$ cat config.mk
export PLATFORM = sky130hd
export DESIGN_NAME = hold_repeat_ctrl_flat
export DESIGN_NICKNAME = d
export VERILOG_FILES = /design/src/rtl/hold_repeat_ctrl_if.sv /design/src/rtl/hold_repeat_ctrl.sv /design/src/flat_wrapper.sv
export SDC_FILE = /design/constraint.sdc
export NUM_CORES = 1
export LEC_CHECK = 0
export ABC_AREA = 1
export CORE_ASPECT_RATIO = 0.75
export CORE_MARGIN = 1
export CORE_UTILIZATION = 60
export DETAILED_ROUTE_END_ITERATION = 7
export PLACE_DENSITY = 0.81
export SYNTH_ARGS = -nofsm -noshare
export SYNTH_HDL_FRONTEND = slang
export SYNTH_SLANG_ARGS = --single-unit
$ cat constraint.sdc
create_clock -name clk -period 3.21 [get_ports clk]
set_input_delay 0.8025 -clock clk [delete_from_list [all_inputs] [get_ports clk]]
set_output_delay 0.8025 -clock clk [all_outputs]
set_load 0.03 [all_outputs]
$ cat src/rtl/hold_repeat_ctrl_if.sv
// Button-to-counter bus for the hold/auto-repeat controller: button levels and
// the tick/enable qualifiers come in, increment strobes and status go out.
interface hold_repeat_ctrl_if;
    logic       tick;
    logic       enable;
    logic       sec_req;
    logic       min_req;
    logic       inc_seconds;
    logic       inc_minutes;
    logic [1:0] grant;
    logic       repeating;
    logic       fast;

    modport master (
        output tick, enable, sec_req, min_req,
        input  inc_seconds, inc_minutes, grant, repeating, fast
    );

    modport slave (
        input  tick, enable, sec_req, min_req,
        output inc_seconds, inc_minutes, grant, repeating, fast
    );
endinterface

$ cat src/rtl/hold_repeat_ctrl.sv
// Hold/auto-repeat controller for the minutes and seconds set buttons.
// A press gives one immediate increment; holding gives repeats after an
// initial delay, then faster repeats once enough repeats have been issued.
// Only one button is served at a time; seconds wins a same-cycle tie.
module hold_repeat_ctrl #(
    parameter int INIT_DELAY_TICKS = 50,
    parameter int REPEAT_TICKS     = 30,
    parameter int FAST_TICKS       = 10,
    parameter int FAST_AFTER       = 8,
    parameter int CNT_W            = 8
) (
    input logic               clk,
    input logic               reset,
    hold_repeat_ctrl_if.slave bus
);

    localparam logic [1:0] WAIT_LOW = 2'd0;
    localparam logic [1:0] IDLE     = 2'd1;
    localparam logic [1:0] DELAY    = 2'd2;
    localparam logic [1:0] REPEAT   = 2'd3;

    localparam logic [CNT_W-1:0] INIT_C   = CNT_W'(INIT_DELAY_TICKS);
    localparam logic [CNT_W-1:0] REPEAT_C = CNT_W'(REPEAT_TICKS);
    localparam logic [CNT_W-1:0] FAST_C   = CNT_W'(FAST_TICKS);
    localparam logic [CNT_W-1:0] AFTER_C  = CNT_W'(FAST_AFTER);
    localparam logic [CNT_W-1:0] ONE_C    = CNT_W'(1);

    logic [1:0]       state_q, state_d;
    logic [1:0]       grant_q, grant_d;
    logic [CNT_W-1:0] tickCnt_q, tickCnt_d;
    logic [CNT_W-1:0] repCnt_q, repCnt_d;
    logic             incSec_q, incSec_d;
    logic             incMin_q, incMin_d;
    logic             repeating_q, fast_q;

    logic             grantedReq;
    logic             drop;
    logic             strobe;
    logic [CNT_W-1:0] period;
    logic [CNT_W-1:0] tickNext;

    // Next-state logic: a disable or a release of the served button always
    // beats a coinciding period-expiring tick, so no strobe leaks out then.
    always_comb begin
        state_d    = state_q;
        grant_d    = grant_q;
        tickCnt_d  = tickCnt_q;
        repCnt_d   = repCnt_q;
        strobe     = 1'b0;
        grantedReq = (grant_q[0] & bus.sec_req) | (grant_q[1] & bus.min_req);
        period     = (repCnt_q < AFTER_C) ? REPEAT_C : FAST_C;
        tickNext   = tickCnt_q + ONE_C;
        drop       = !bus.enable ||
                     (((state_q == DELAY) || (state_q == REPEAT)) && !grantedReq);

        if (drop) begin
            state_d   = WAIT_LOW;
            grant_d   = 2'b00;
            tickCnt_d = '0;
            repCnt_d  = '0;
        end else begin
            case (state_q)
                WAIT_LOW: begin
                    if (!bus.sec_req && !bus.min_req) begin
                        state_d = IDLE;
                    end
                end
                IDLE: begin
                    if (bus.sec_req || bus.min_req) begin
                        grant_d   = bus.sec_req ? 2'b01 : 2'b10;
                        strobe    = 1'b1;
                        tickCnt_d = '0;
                        repCnt_d  = '0;
                        state_d   = DELAY;
                    end
                end
                DELAY: begin
                    if (bus.tick) begin
                        if (tickNext == INIT_C) begin
                            strobe    = 1'b1;
                            tickCnt_d = '0;
                            repCnt_d  = ONE_C;
                            state_d   = REPEAT;
                        end else begin
                            tickCnt_d = tickNext;
                        end
                    end
                end
                REPEAT: begin
                    if (bus.tick) begin
                        if (tickNext == period) begin
                            strobe    = 1'b1;
                            tickCnt_d = '0;
                            if (repCnt_q < AFTER_C) begin
                                repCnt_d = repCnt_q + ONE_C;
                            end
                        end else begin
                            tickCnt_d = tickNext;
                        end
                    end
                end
                default: begin
                    state_d = WAIT_LOW;
                    grant_d = 2'b00;
                end
            endcase
        end

        incSec_d = strobe & grant_d[0];
        incMin_d = strobe & grant_d[1];
    end

    // State, counters and registered outputs; reset lands in WAIT_LOW so a
    // button held through reset must be released before it can fire.
    always_ff @(posedge clk) begin
        if (reset) begin
            state_q     <= WAIT_LOW;
            grant_q     <= 2'b00;
            tickCnt_q   <= '0;
            repCnt_q    <= '0;
            incSec_q    <= 1'b0;
            incMin_q    <= 1'b0;
            repeating_q <= 1'b0;
            fast_q      <= 1'b0;
        end else begin
            state_q     <= state_d;
            grant_q     <= grant_d;
            tickCnt_q   <= tickCnt_d;
            repCnt_q    <= repCnt_d;
            incSec_q    <= incSec_d;
            incMin_q    <= incMin_d;
            repeating_q <= (state_d == REPEAT);
            fast_q      <= (repCnt_d == AFTER_C);
        end
    end

    assign bus.inc_seconds = incSec_q;
    assign bus.inc_minutes = incMin_q;
    assign bus.grant       = grant_q;
    assign bus.repeating   = repeating_q;
    assign bus.fast        = fast_q;

endmodule

$ cat src/flat_wrapper.sv
// flat-port wrapper written by rule: the top's interface ports become plain ports
module hold_repeat_ctrl_flat 
#(
    parameter int INIT_DELAY_TICKS = 50,
    parameter int REPEAT_TICKS     = 30,
    parameter int FAST_TICKS       = 10,
    parameter int FAST_AFTER       = 8,
    parameter int CNT_W            = 8
)
  (clk, reset, bus_tick, bus_enable, bus_sec_req, bus_min_req, bus_inc_seconds, bus_inc_minutes, bus_grant, bus_repeating, bus_fast);
  hold_repeat_ctrl_if bus_i ();
  input logic clk;
  input logic reset;
  input wire logic [$bits(bus_i.tick)-1:0] bus_tick;
  input wire logic [$bits(bus_i.enable)-1:0] bus_enable;
  input wire logic [$bits(bus_i.sec_req)-1:0] bus_sec_req;
  input wire logic [$bits(bus_i.min_req)-1:0] bus_min_req;
  output wire logic [$bits(bus_i.inc_seconds)-1:0] bus_inc_seconds;
  output wire logic [$bits(bus_i.inc_minutes)-1:0] bus_inc_minutes;
  output wire logic [$bits(bus_i.grant)-1:0] bus_grant;
  output wire logic [$bits(bus_i.repeating)-1:0] bus_repeating;
  output wire logic [$bits(bus_i.fast)-1:0] bus_fast;
  assign bus_i.tick = bus_tick;
  assign bus_i.enable = bus_enable;
  assign bus_i.sec_req = bus_sec_req;
  assign bus_i.min_req = bus_min_req;
  assign bus_inc_seconds = bus_i.inc_seconds;
  assign bus_inc_minutes = bus_i.inc_minutes;
  assign bus_grant = bus_i.grant;
  assign bus_repeating = bus_i.repeating;
  assign bus_fast = bus_i.fast;
  hold_repeat_ctrl #(.INIT_DELAY_TICKS(INIT_DELAY_TICKS), .REPEAT_TICKS(REPEAT_TICKS), .FAST_TICKS(FAST_TICKS), .FAST_AFTER(FAST_AFTER), .CNT_W(CNT_W)) u_core (.clk(clk), .reset(reset), .bus(bus_i));
endmodule
# Yosys cells after proc, flatten, opt, wreduce, memory -nomap -nowiden
# Cells that the tools add are included.
[totals]
register_bits = 24
in_bits = 6
out_inout_bits = 6
word_cells = 71
[classes]
add_sub_neg = 2
order_cmp = 1
n_eq_ne = 10
muxes = 32
bitwise = 5
n_reduce_logical = 13
[ops]
columns = ["operator", "n"]
rows = [
  ["8-bit two-way mux", 12],
  ["8-bit case mux with 3 select lines", 2],
  ["2-bit two-way mux", 9],
  ["8-bit by 1-bit adder with 8-bit output, second input constant", 2],
  ["8-bit by 4-bit == test with 1-bit output, second input constant", 1],
  ["8-bit by 6-bit == test with 1-bit output, second input constant", 1],
  ["8-bit == test", 1],
  ["8-bit by 4-bit less-than comparator with 1-bit output, second input constant", 1],
  ["2-bit == test, second input constant", 3],
  ["1-bit two-way mux", 6],
  ["2-bit case mux with 3 select lines", 1],
  ["5-bit two-way mux", 1],
  ["1-bit AND", 4],
  ["1-bit zero test", 4],
  ["2-bit != test, second input constant", 2],
  ["4-bit AND reduction", 1],
  ["1-bit logical OR", 3],
  ["1-bit case mux with 3 select lines", 1],
  ["3-bit nonzero test", 1],
  ["2-bit by 1-bit == test with 1-bit output, second input constant", 1],
  ["1-bit logical AND", 2],
  ["2-bit zero test", 1],
  ["2-bit by 1-bit != test with 1-bit output, second input constant", 1],
  ["2-bit OR reduction", 1],
  ["1-bit OR", 1],
]

# Logic depth before layout (Yosys ltp)
[logic_depth]
ltp_word = 8
mapped_depth = 18
mapped_depth_nobuf = 18

# Worst setup path before layout
# Ideal clock, no wire load.
[synth_timing]
path_kind = "in2reg"
start = "input bus_min_req"
end = "register u_core.repeating_q, in the netlist u_core.bus.repeating"
setup_time_ps = 118
t_arrival_ps = 1674
required_ps = 3092
setup_slack_ps = 1418
stages = 6
path_buffers = 1
cell_sequence = "a221o_1 > nand2_1 > nor2_1 > inv_1 > buf_2 > nor3_1"
[synth_between]
elab_chain_cells = 7
elab_cells_between_ends = 13
cone_classes = "eq/ne (1); mux (4); bitwise (2); reduce/logical (6)"
[synth_lines]
columns = ["item", "line_no", "text"]
rows = [
  ["start, declared", "flat_wrapper.sv:17", "input wire logic [$bits(bus_i.min_req)-1:0] bus_min_req;"],
  ["1-bit AND", "hold_repeat_ctrl.sv:50", "grantedReq = (grant_q[0] & bus.sec_req) | (grant_q[1] & bus.min_req);"],
  ["1-bit OR", "hold_repeat_ctrl.sv:50", ""],
  ["1-bit zero test", "hold_repeat_ctrl.sv:54", "(((state_q == DELAY) || (state_q == REPEAT)) && !grantedReq);"],
  ["1-bit logical AND", "hold_repeat_ctrl.sv:54", ""],
  ["1-bit logical OR", "hold_repeat_ctrl.sv:53", "drop = !bus.enable ||"],
  ["2-bit two-way mux *", "hold_repeat_ctrl.sv:56", "if (drop) begin"],
  ["2-bit == test *", "hold_repeat_ctrl.sv:132", "repeating_q <= (state_d == REPEAT);"],
  ["end signal, assigned", "hold_repeat_ctrl.sv:132", ""],
  ["end, declared", "hold_repeat_ctrl.sv:34", "logic repeating_q, fast_q;"],
]
# Mark *: on every way between the ends. The rest lies on a longest branch, timed or not.
# A chain may end at the register's enable or synchronous reset.

# Worst setup path after layout
[layout_timing]
start = "input bus_min_req"
end = "register u_core.incSec_q, in the netlist u_core.bus.inc_seconds"
[layout_between]
elab_chain_cells = 7
elab_cells_between_ends = 13
cone_classes = "mux (6); bitwise (3); reduce/logical (4)"
[layout_lines]
columns = ["item", "line_no", "text"]
rows = [
  ["1-bit AND", "hold_repeat_ctrl.sv:50", ""],
  ["1-bit OR", "hold_repeat_ctrl.sv:50", ""],
  ["1-bit zero test", "hold_repeat_ctrl.sv:54", ""],
  ["1-bit logical AND", "hold_repeat_ctrl.sv:54", ""],
  ["1-bit logical OR", "hold_repeat_ctrl.sv:53", ""],
  ["1-bit two-way mux / 2-bit two-way mux (equally long branches)", "hold_repeat_ctrl.sv:56", ""],
  ["1-bit AND *", "hold_repeat_ctrl.sv:109", "incSec_d = strobe & grant_d[0];"],
  ["end signal, assigned", "hold_repeat_ctrl.sv:130", "incSec_q <= incSec_d;"],
  ["end, declared", "hold_repeat_ctrl.sv:32", "logic incSec_q, incSec_d;"],
]
# Marks and branches as above.

==> out/qor.txt <==
mux contribution to synthesized area - 0%
period utilization - 68.8%
Static Leak - 0.745 nW
die height - 46.9 um
Final Non-Filler Cells - 310
hold bufs inserted after CTS - 0
register area share after synthesis - 29.8%
Max FO, Critical Path - 11
share of flip-flops with an asynchronous set or reset - 0%
Yosys top cell area share - 29.8%
type of the worst setup path - primary input to flop
Port Buffer Count - 11
clock latency on the worst-skew pair - 0.31 ns
cts bufs inserted - 3
clk_skew - 0.00588 ns
max frequency - 453 MHz
fin area - 1820 um^2
placed insts - 306
grt total ovfl - 0
antenna cells - 0
Ys Warns - 0
vias in the first global route - 1310
Worst slew margin - 68.3%
Worst EP arrival - 2.44 ns
Compound-Gate Fraction of Synth Area - 9.63%
Final Hold Vio Count - 0
Hold Path Class - flop to flop
first-pass GRT wire length - 5910 um
status - complete, no violations
postcts setup bufs - 0
DP HPWL - 2970 um
number of max-cap violations - 0
CP Launch Type - primary input
crit end category - flop
via count - 1640
layout net count - 286
share of post-route cells with drive strength above 1 - 11.6%
CTS Root Cell - clkbuf_4
initial drt markers - 100
die area - 2900 um^2
Seq cells post-synth - 24
Simple-Gate Fraction of Synth Area - 47.2%
Clock transition at path regs - 0.13 ns
GRT Resource Usage Total - 28.4%
xor and xnor area share after synthesis - 0.543%
Peak VDD IR - 0.000372 V
PD cells - 316 nW/um^2
hold slack final - 0.501 ns
Ports - 12
routed length per instance - 12.1 um
Syn Inst Count - 262
DR vias/cell - 5.29
Die W - 61.8 um
placed cell areas - 1760 um^2
initial core utilization - 66.6%
Most used DFF post-synth - dfxtp_1
initial antenna violation count - 0
Post-synth EDFFs - 0
fin crit period - 2.21 ns
accumulated negative setup slack - 0 ns
GPL Wtd Cong - 0.883
Mapped Avg Cell Area - 6.15 um^2
TritonCTS Sinks - 24
Core ar. - 2420 um^2
largest family of logic cells by synthesized area - simple AND/OR/NAND/NOR gates
DRC - 0
Total Wirelength - 3750 um
post_cts resized - 0
largest net degree at the start of global routing - 15
slew of the pin with the lowest slew margin - 0.473 ns
CTS tree - done
worst path required time - 3.44 ns
Yosys cell types - 28
drt pass-1 iters - 5
Netlist Area Pre-Place - 1610 um^2
Clock Path Buffers - 2
Max H-tree Level - 1
Post-DRT Antenna Nets - 0
RSZ-0062 raised after global routing - false
Layout area overhead - 12.7%
Area contributors post-synth - dfxtp_1, nand2_1, inv_1, nand3_1, nor2_1
Adder-Cell Fraction of Synth Area - 2.33%
Final setup viols - 0
Max Slew Vio Count - 0
# rows - 15
area leader, netlist - dfxtp_1
syn_nets - 271
-- worst max-delay path, cell delays in order --
cell	delay, ns
clkdlybuf4s50_1	0.44
a221o_1	0.32
nand2_1	0.27
nor2_1	0.12
inv_1	0.28
nor2_1	0.10
inv_1	0.06
nor2_1	0.04
-- report_power, final --
| group | switching, mW | total [mW] | internal [mW] |
|---|---|---|---|
| clock | 0.0889 | 0.215 | 0.126 |
| sequential | 0.00298 | 0.304 | 0.301 |
| combinational | 0.0349 | 0.0542 | 0.0193 |
| total | 0.127 | 0.573 | 0.446 |
-- cells in the mapped netlist, types with 3 or more instances --
cell type,instances
nand2_2,12
nand3_1,29
nor3_1,3
nor2_2,6
nand4_1,6
dfxtp_1,24
o21ai_0,4
nor2_1,37
a21oi_1,16
inv_1,39
nand2_1,62
nor2_4,3
ha_1,3
-- path summary, 6_finish.rpt --
check             cells past startpoint                             start                           endpoint  slack, ns
setup / recovery                      8                       bus_min_req  u_core.bus.inc_seconds$_SDFF_PP0_       1.00
hold / removal                        2  u_core.tickCnt_q[4]$_SDFFE_PP0P_   u_core.tickCnt_q[4]$_SDFFE_PP0P_       0.50
setup reg to reg                     14  u_core.tickCnt_q[1]$_SDFFE_PP0P_   u_core.tickCnt_q[1]$_SDFFE_PP0P_       1.06
hold reg to reg                       2  u_core.tickCnt_q[4]$_SDFFE_PP0P_   u_core.tickCnt_q[4]$_SDFFE_PP0P_       0.50
-- logic make-up after synthesis --
family	after synthesis
and+or+nand+nor	162
buffers and inverters	44
AOI/OAI and AO/OA	28
DFF	24
adders and majority gates	3
xor gates and xnor gates	1
-- sequential cells by signal, indices dropped and copies added (netlist names) --
signal                  count
u_core.repCnt_q             8
u_core.tickCnt_q            8
u_core.bus.grant            2
u_core.state_q              2
u_core.bus.fast             1
u_core.bus.inc_minutes      1
u_core.bus.inc_seconds      1
u_core.bus.repeating        1
-- cell usage in the layout, fill, tap and decap left out, drive strengths merged, types with 2 or more instances in the layout --
| master | n |
|---|---|
| a21oi | 16 |
| a31oi | 2 |
| clkbuf | 3 |
| clkdlybuf4s50 | 11 |
| dfxtp | 24 |
| ha | 3 |
| inv | 42 |
| nand2 | 75 |
| nand3 | 31 |
| nand4 | 6 |
| nor2 | 46 |
| nor3 | 3 |
| o21ai | 6 |
-- routing by layer --
| layer | share of wire (%) | GRT usage, % |
|---|---|---|
| met1 | 53 | 44.2 |
| met2 | 38 | 39.8 |
| met3 | 8.8 | 7.44 |
| met4 | 0.56 | 4.00 |
| met5 | 0 | 0 |
-- final cells by class --
class                           instances  area, um^2
Inverter                               42         160
Timing Repair Buffer                   12         118
Sequential cell                        24         480
Fill cell                             222         606
Tap cell                               34        42.5
Clock inverter                          1        30.0
Clock buffer                            3        22.5
Multi-Input combinational cell        194         962
-- metrics by stage --
stage | worst slack (ns) | power [mW] | util [%]
after global routing | 0.879 | 0.598 | 75.0
after floorplan | 1.42 | 0.346 | -
after CTS | 1.00 | 0.577 | 75.0
after detailed placement | 0.655 | 0.363 | 72.8
final | 1.00 | 0.573 | 75.0
after global placement | 0.731 | 0.363 | 72.8
Power figures use the tool's default switching activity.
